$ cat src/rtl/ceyloniac_mc_sequencer.sv
// Multi-cycle control sequencer for the CEYLONIAC core: FSM, PC/IR/MDR/ALUOut/EPC/cause
// registers, datapath strobes and a req/ack memory port with wait states and bus timeout.
module ceyloniac_mc_sequencer #(
    parameter int          DATA_WIDTH  = 32,
    parameter int          ADDR_WIDTH  = 10,
    parameter int unsigned PC_RESET    = 32'h0,
    parameter int unsigned EXC_VECTOR  = 32'h80,
    parameter int          MEM_TIMEOUT = 16
) (
    input  logic                  clk,
    input  logic                  reset,
    input  logic [5:0]            opcode,
    input  logic                  overflow,
    input  logic                  zero,
    input  logic [DATA_WIDTH-1:0] alu_result,
    input  logic [DATA_WIDTH-1:0] jump_target,
    input  logic [DATA_WIDTH-1:0] store_data,
    output logic                  mem_req,
    output logic                  mem_we,
    output logic [ADDR_WIDTH-1:0] mem_addr,
    output logic [DATA_WIDTH-1:0] mem_wdata,
    input  logic [DATA_WIDTH-1:0] mem_rdata,
    input  logic                  mem_ack,
    output logic [DATA_WIDTH-1:0] ir_out,
    output logic [DATA_WIDTH-1:0] mdr_out,
    output logic [DATA_WIDTH-1:0] alu_out,
    output logic [DATA_WIDTH-1:0] epc_out,
    output logic [DATA_WIDTH-1:0] pc_out,
    output logic [1:0]            cause_out,
    output logic                  ir_write,
    output logic                  reg_write,
    output logic                  reg_dst,
    output logic                  mem_to_reg,
    output logic                  alu_src_a,
    output logic                  epc_write,
    output logic                  cause_write,
    output logic [1:0]            alu_src_b,
    output logic [1:0]            alu_op,
    output logic [3:0]            current_state
);

    typedef enum logic [3:0] {
        S_FETCH     = 4'd0,
        S_DECODE    = 4'd1,
        S_MEM_ADDR  = 4'd2,
        S_MEM_READ  = 4'd3,
        S_MEM_WB    = 4'd4,
        S_MEM_WRITE = 4'd5,
        S_EXECUTE   = 4'd6,
        S_R_WB      = 4'd7,
        S_BRANCH    = 4'd8,
        S_JUMP      = 4'd9,
        S_EXC       = 4'd10
    } state_e;

    localparam logic [5:0] OP_RTYPE = 6'h00;
    localparam logic [5:0] OP_J     = 6'h02;
    localparam logic [5:0] OP_BEQ   = 6'h04;
    localparam logic [5:0] OP_LW    = 6'h23;
    localparam logic [5:0] OP_SW    = 6'h2B;

    localparam logic [1:0] CAUSE_ILLEGAL = 2'd0;
    localparam logic [1:0] CAUSE_OVF     = 2'd1;
    localparam logic [1:0] CAUSE_BUS     = 2'd2;

    localparam logic [DATA_WIDTH-1:0] PcReset   = DATA_WIDTH'(PC_RESET);
    localparam logic [DATA_WIDTH-1:0] ExcVector = DATA_WIDTH'(EXC_VECTOR);
    localparam bit                    TimeoutOn = (MEM_TIMEOUT > 0);
    localparam int                    TW        = (MEM_TIMEOUT > 1) ? $clog2(MEM_TIMEOUT + 1) : 1;
    localparam logic [TW-1:0]         TLimit    = TW'((MEM_TIMEOUT > 0) ? MEM_TIMEOUT - 1 : 0);

    state_e                state_q, state_d;
    logic [DATA_WIDTH-1:0] pc_q, pc_d;
    logic [DATA_WIDTH-1:0] ir_q, ir_d;
    logic [DATA_WIDTH-1:0] mdr_q, mdr_d;
    logic [DATA_WIDTH-1:0] aluout_q, aluout_d;
    logic [DATA_WIDTH-1:0] epc_q, epc_d;
    logic [1:0]            cause_q, cause_d;
    logic [1:0]            pcause_q, pcause_d;
    logic                  pfetch_q, pfetch_d;
    logic [TW-1:0]         tcnt_q, tcnt_d;

    logic       memState, waitCycle, timeoutHit;
    logic       reqC, weC, addrAluC, irWrC, regWrC, regDstC, memToRegC;
    logic       srcAC, epcWrC, causeWrC;
    logic [1:0] srcBC, aluOpC;

    assign memState   = (state_q == S_FETCH) || (state_q == S_MEM_READ) || (state_q == S_MEM_WRITE);
    assign waitCycle  = memState && !mem_ack;
    assign timeoutHit = TimeoutOn && waitCycle && (tcnt_q == TLimit);

    always_comb begin
        state_d   = state_q;
        pc_d      = pc_q;
        ir_d      = ir_q;
        mdr_d     = mdr_q;
        epc_d     = epc_q;
        cause_d   = cause_q;
        pcause_d  = pcause_q;
        pfetch_d  = pfetch_q;
        aluout_d  = alu_result;
        reqC      = 1'b0;
        weC       = 1'b0;
        addrAluC  = 1'b0;
        irWrC     = 1'b0;
        regWrC    = 1'b0;
        regDstC   = 1'b0;
        memToRegC = 1'b0;
        srcAC     = 1'b0;
        srcBC     = 2'b00;
        aluOpC    = 2'b00;
        epcWrC    = 1'b0;
        causeWrC  = 1'b0;

        case (state_q)
            S_FETCH: begin
                reqC  = 1'b1;
                srcBC = 2'b01;
                if (mem_ack) begin
                    ir_d    = mem_rdata;
                    irWrC   = 1'b1;
                    pc_d    = alu_result;
                    state_d = S_DECODE;
                end else if (timeoutHit) begin
                    pcause_d = CAUSE_BUS;
                    pfetch_d = 1'b1;
                    state_d  = S_EXC;
                end
            end
            S_DECODE: begin
                srcBC = 2'b11;
                case (opcode)
                    OP_RTYPE:      state_d = S_EXECUTE;
                    OP_LW, OP_SW:  state_d = S_MEM_ADDR;
                    OP_BEQ:        state_d = S_BRANCH;
                    OP_J:          state_d = S_JUMP;
                    default: begin
                        pcause_d = CAUSE_ILLEGAL;
                        pfetch_d = 1'b0;
                        state_d  = S_EXC;
                    end
                endcase
            end
            S_MEM_ADDR: begin
                srcAC   = 1'b1;
                srcBC   = 2'b10;
                state_d = (opcode == OP_SW) ? S_MEM_WRITE : S_MEM_READ;
            end
            // ALUOut is frozen while a data access waits so the bus address stays stable.
            S_MEM_READ: begin
                reqC     = 1'b1;
                addrAluC = 1'b1;
                aluout_d = aluout_q;
                if (mem_ack) begin
                    mdr_d   = mem_rdata;
                    state_d = S_MEM_WB;
                end else if (timeoutHit) begin
                    pcause_d = CAUSE_BUS;
                    pfetch_d = 1'b0;
                    state_d  = S_EXC;
                end
            end
            S_MEM_WB: begin
                regWrC    = 1'b1;
                memToRegC = 1'b1;
                state_d   = S_FETCH;
            end
            S_MEM_WRITE: begin
                reqC     = 1'b1;
                weC      = 1'b1;
                addrAluC = 1'b1;
                aluout_d = aluout_q;
                if (mem_ack) begin
                    state_d = S_FETCH;
                end else if (timeoutHit) begin
                    pcause_d = CAUSE_BUS;
                    pfetch_d = 1'b0;
                    state_d  = S_EXC;
                end
            end
            S_EXECUTE: begin
                srcAC  = 1'b1;
                aluOpC = 2'b10;
                if (overflow) begin
                    pcause_d = CAUSE_OVF;
                    pfetch_d = 1'b0;
                    state_d  = S_EXC;
                end else begin
                    state_d = S_R_WB;
                end
            end
            S_R_WB: begin
                regWrC  = 1'b1;
                regDstC = 1'b1;
                state_d = S_FETCH;
            end
            S_BRANCH: begin
                srcAC  = 1'b1;
                aluOpC = 2'b01;
                if (zero) begin
                    pc_d = aluout_q;
                end
                state_d = S_FETCH;
            end
            S_JUMP: begin
                pc_d    = jump_target;
                state_d = S_FETCH;
            end
            // A fetch timeout has not advanced the PC yet; every other fault has.
            S_EXC: begin
                epcWrC   = 1'b1;
                causeWrC = 1'b1;
                epc_d    = pfetch_q ? pc_q : pc_q - DATA_WIDTH'(4);
                cause_d  = pcause_q;
                pc_d     = ExcVector;
                state_d  = S_FETCH;
            end
            default: state_d = S_FETCH;
        endcase

        if (TimeoutOn && waitCycle && (state_d == state_q)) begin
            tcnt_d = tcnt_q + TW'(1);
        end else begin
            tcnt_d = '0;
        end
    end

    always_ff @(posedge clk) begin
        if (!reset) begin
            state_q  <= S_FETCH;
            pc_q     <= PcReset;
            ir_q     <= '0;
            mdr_q    <= '0;
            aluout_q <= '0;
            epc_q    <= '0;
            cause_q  <= '0;
            pcause_q <= '0;
            pfetch_q <= 1'b0;
            tcnt_q   <= '0;
        end else begin
            state_q  <= state_d;
            pc_q     <= pc_d;
            ir_q     <= ir_d;
            mdr_q    <= mdr_d;
            aluout_q <= aluout_d;
            epc_q    <= epc_d;
            cause_q  <= cause_d;
            pcause_q <= pcause_d;
            pfetch_q <= pfetch_d;
            tcnt_q   <= tcnt_d;
        end
    end

    // Reset overrides every strobe combinationally so an in-flight access is dropped at once.
    assign mem_req     = reset & reqC;
    assign mem_we      = reset & weC;
    assign ir_write    = reset & irWrC;
    assign reg_write   = reset & regWrC;
    assign reg_dst     = reset & regDstC;
    assign mem_to_reg  = reset & memToRegC;
    assign alu_src_a   = reset & srcAC;
    assign epc_write   = reset & epcWrC;
    assign cause_write = reset & causeWrC;
    assign alu_src_b   = reset ? srcBC : 2'b00;
    assign alu_op      = reset ? aluOpC : 2'b00;

    assign mem_addr  = addrAluC ? aluout_q[ADDR_WIDTH+1:2] : pc_q[ADDR_WIDTH+1:2];
    assign mem_wdata = mem_we ? store_data : '0;

    assign ir_out        = ir_q;
    assign mdr_out       = mdr_q;
    assign alu_out       = aluout_q;
    assign epc_out       = epc_q;
    assign pc_out        = pc_q;
    assign cause_out     = cause_q;
    assign current_state = state_q;

endmodule

$ cat config.mk
export PLATFORM = sky130hd
export DESIGN_NAME = ceyloniac_mc_sequencer
export DESIGN_NICKNAME = d
export VERILOG_FILES = /design/src/rtl/ceyloniac_mc_sequencer.sv
export SDC_FILE = /design/constraint.sdc
export NUM_CORES = 1
export LEC_CHECK = 0
export CAP_MARGIN = 10
export CORE_MARGIN = 5
export CORE_UTILIZATION = 30
export CTS_CLUSTER_DIAMETER = 100
export CTS_CLUSTER_SIZE = 14
export DETAILED_ROUTE_END_ITERATION = 12
export PLACE_DENSITY = 0.59
export SYNTH_ARGS = -nofsm -noshare
export SYNTH_HDL_FRONTEND = slang
export SYNTH_SLANG_ARGS = --single-unit
$ cat constraint.sdc
create_clock -name clk -period 5.22 [get_ports clk]
set_input_delay 1.044 -clock clk [delete_from_list [all_inputs] [get_ports clk]]
set_output_delay 1.044 -clock clk [all_outputs]
set_load 0.01 [all_outputs]
==> flow_summary.json <==
{
  "status": "finished, final reports clean",
  "grt_max_degree": 98,
  "setup_viol": 0,
  "tns_ns": 0,
  "finClkSkew_ns": 0.0152,
  "drv_slew": 0,
  "hold_class": "flop to flop",
  "dp_cells": 1745,
  "grt-ovfl-total": 0,
  "wl_per_cell_microns": 19.4,
  "met2_length_microns": 16100,
  "wl_met1_microns": 14900,
  "grt_pass1_wl_microns": 52000,
  "required_ns": 4.18,
  "synth_cell_types": 57,
  "slew_headroom_pct": 33.1,
  "cts_tree": "built",
  "syn_nets": 1224,
  "crit_path_max_fanout": 33,
  "start_util_pct": 30.3,
  "grt_usage_pct": 21.2,
  "ys_warn_count": 0,
  "rows": 61,
  "worst_slack_ns": 0.967,
  "synth_top_area_cell": "dfxtp_1",
  "routed_wl_microns": 34500,
  "area_growth_pct": 53.5,
  "critPathLaunchType": "flop",
  "avgSynthCellArea_sq_um": 7.78,
  "hpwlAfterDp_microns": 24800,
  "wl_met3_microns": 2230,
  "layout-drive-gt1-share_pct": 7.58,
  "portBuffers": 359,
  "ys_seq_area_share_pct": 41.4,
  "cts_hold_buf": 0,
  "ctsHtreeMaxLevel": 4,
  "synthTopCellsByArea": "dfxtp_1 (41%), nand2_1 (12%), a21oi_1 (6.7%)",
  "synthArstFlopShare_pct": 0,
  "ios": 360,
  "viasPerCell": 4.99,
  "root_buffer": "clkbuf_16",
  "vias": 8889,
  "dieWidth_microns": 178,
  "pre_cts_ws_ns": 1.22,
  "final_core_util_pct": 46.5,
  "drc": 0,
  "synth_most_common_cell": "nand2_1",
  "synthCells": 1082,
  "cts-buffers-inserted": 17,
  "drtIter0Drc": 533,
  "first_pass_iters": 5,
  "antenna_found_initial": 4,
  "fin_cells": 1781,
  "leakage_nw": 4.74,
  "detail-route-antenna-nets": 0,
  "synth_area_sq_um": 8420,
  "timing.max_cap.violations": 0,
  "cp.arrival_ns": 3.21,
  "cts_max_path_buffers": 2,
  "critical_path_class": "flop to output port",
  "cts.sinks": 174,
  "rsz0062_at_grt": "no",
  "period_needed_ns": 4.25,
  "clk_pin_slew_worst_paths_ns": 0.07,
  "gp_congestion": 0.858,
  "crit_path_end_kind": "output port",
  "worstSkewPairLatency_ns": 0.43,
  "place_area_sq_um": 12300,
  "synth_edf_count": 0,
  "clock.fmax_mhz": 235,
  "postCtsResizedCells": 0,
  "hold_viol": 0,
  "finalInstanceArea_sq_um": 12900,
  "synth_top_flop_cell": "dfxtp_1",
  "top_layer": "met4",
  "dieArea_sq_um": 31500,
  "post_cts_buffers": 0,
  "power_density_nw_per_um2": 332,
  "synth_seq_cells": 174,
  "ir_worst_vdd_mv": 0.172,
  "synthTopCellsByCount": "nand2_1 (267), dfxtp_1 (174), a21oi_1 (112)",
  "timing.final.crit_share_pct": 81.5,
  "die_h_microns": 178,
  "core-area_sq_um": 27800,
  "grt_pass1_vias": 8681,
  "nNetsFinal": 1528,
  "tightest_slew_ns": 1.00,
  "synth_top_area_share_pct": 41.4
}
==> through the flow <==
step,hold slack (ns),power [mW]
after floorplan,0.418,2.35
after global placement,0.434,3.04
after detailed placement,0.442,3.05
after CTS,0.455,4.33
after global routing,0.473,4.52
final,0.453,4.28
==> worst max-delay path: stages, from the launching register on <==
cell	delay (ns)
dfxtp_1	0.80
inv_1	0.31
or3_1	0.53
nor2_1	0.15
buf_4	0.27
and2_1	0.17
clkdlybuf4s50_1	0.54
==> routing by layer <==
metal / vias to the layer above / global-route usage (%)
met3: 53 / 4.92
met5: - / 0
met4: 0 / 9.89
met1: 4145 / 27.4
met2: 314 / 33.5
li1: 4377 / -
==> logic make-up after synthesis <==
kind of cell	Yosys count	share of synthesized area (%)
xor+xnor	16	1.66
flops	174	41.4
fa+ha+maj	3	0.446
simple gates	463	27.1
mux	34	4.04
buf+inv	135	6.17
compound gates	257	19.2
==> path summary, 6_finish.rpt <==
kind	slack, ns	start	depth (start not counted)	to
hold reg to reg	0.45	tcnt_q[0]	1	tcnt_q[0]
setup / recovery	0.97	current_state[2]	6	mem_wdata[10]
setup reg to reg	2.41	pc_out[8]	4	epc_out[29]
hold / removal	0.45	tcnt_q[0]	1	tcnt_q[0]
==> sequential cells by signal, indices dropped and copies added (netlist names) <==
name,count
alu_out,32
cause_out,2
current_state,4
epc_out,32
ir_out,32
mdr_out,32
pc_out,32
pcause_q,2
pfetch_q,1
tcnt_q,5
==> placed cells by master, fill, tap and decap left out, types with 3 or more instances in the layout <==
cell type	instances
and2_1	34
nand4b_1	3
o31a_1	4
inv_6	3
o31ai_1	9
nand2b_1	5
nand4_1	3
o2111ai_1	32
mux2i_1	34
o211ai_1	33
diode_2	4
dfxtp_1	172
or3_1	10
o21ai_0	29
nand3_1	10
xor2_1	10
nor2b_1	3
xnor2_1	6
clkbuf_16	17
clkdlybuf4s50_1	358
nor2_1	33
a21oi_1	112
nor4_1	9
a31oi_1	15
and3_1	3
clkinv_4	6
nor3_1	12
a211oi_1	6
nand2_1	267
buf_4	23
or2_2	5
or3b_2	33
or4_1	15
inv_1	38
ha_1	3
==> report_power, final <==
part	internal (mW)	switching, mW	leakage, nW	total (mW)
logic	0.651	0.786	3.05	1.44
registers	1.45	0.136	1.42	1.59
clock network	0.684	0.579	0.278	1.26
==> area by class of cell <==
class                      count  area [sq um]
sequential                   174          3490
fill                        2793         14900
inverter                      39           149
multi-input combinational    773          4470
tap                          378           473
clock inverter                12           128
clock buffer                  20           447
antenna                        4          10.0
timing repair buffer         381          3760
Power figures use the tool's default switching activity.
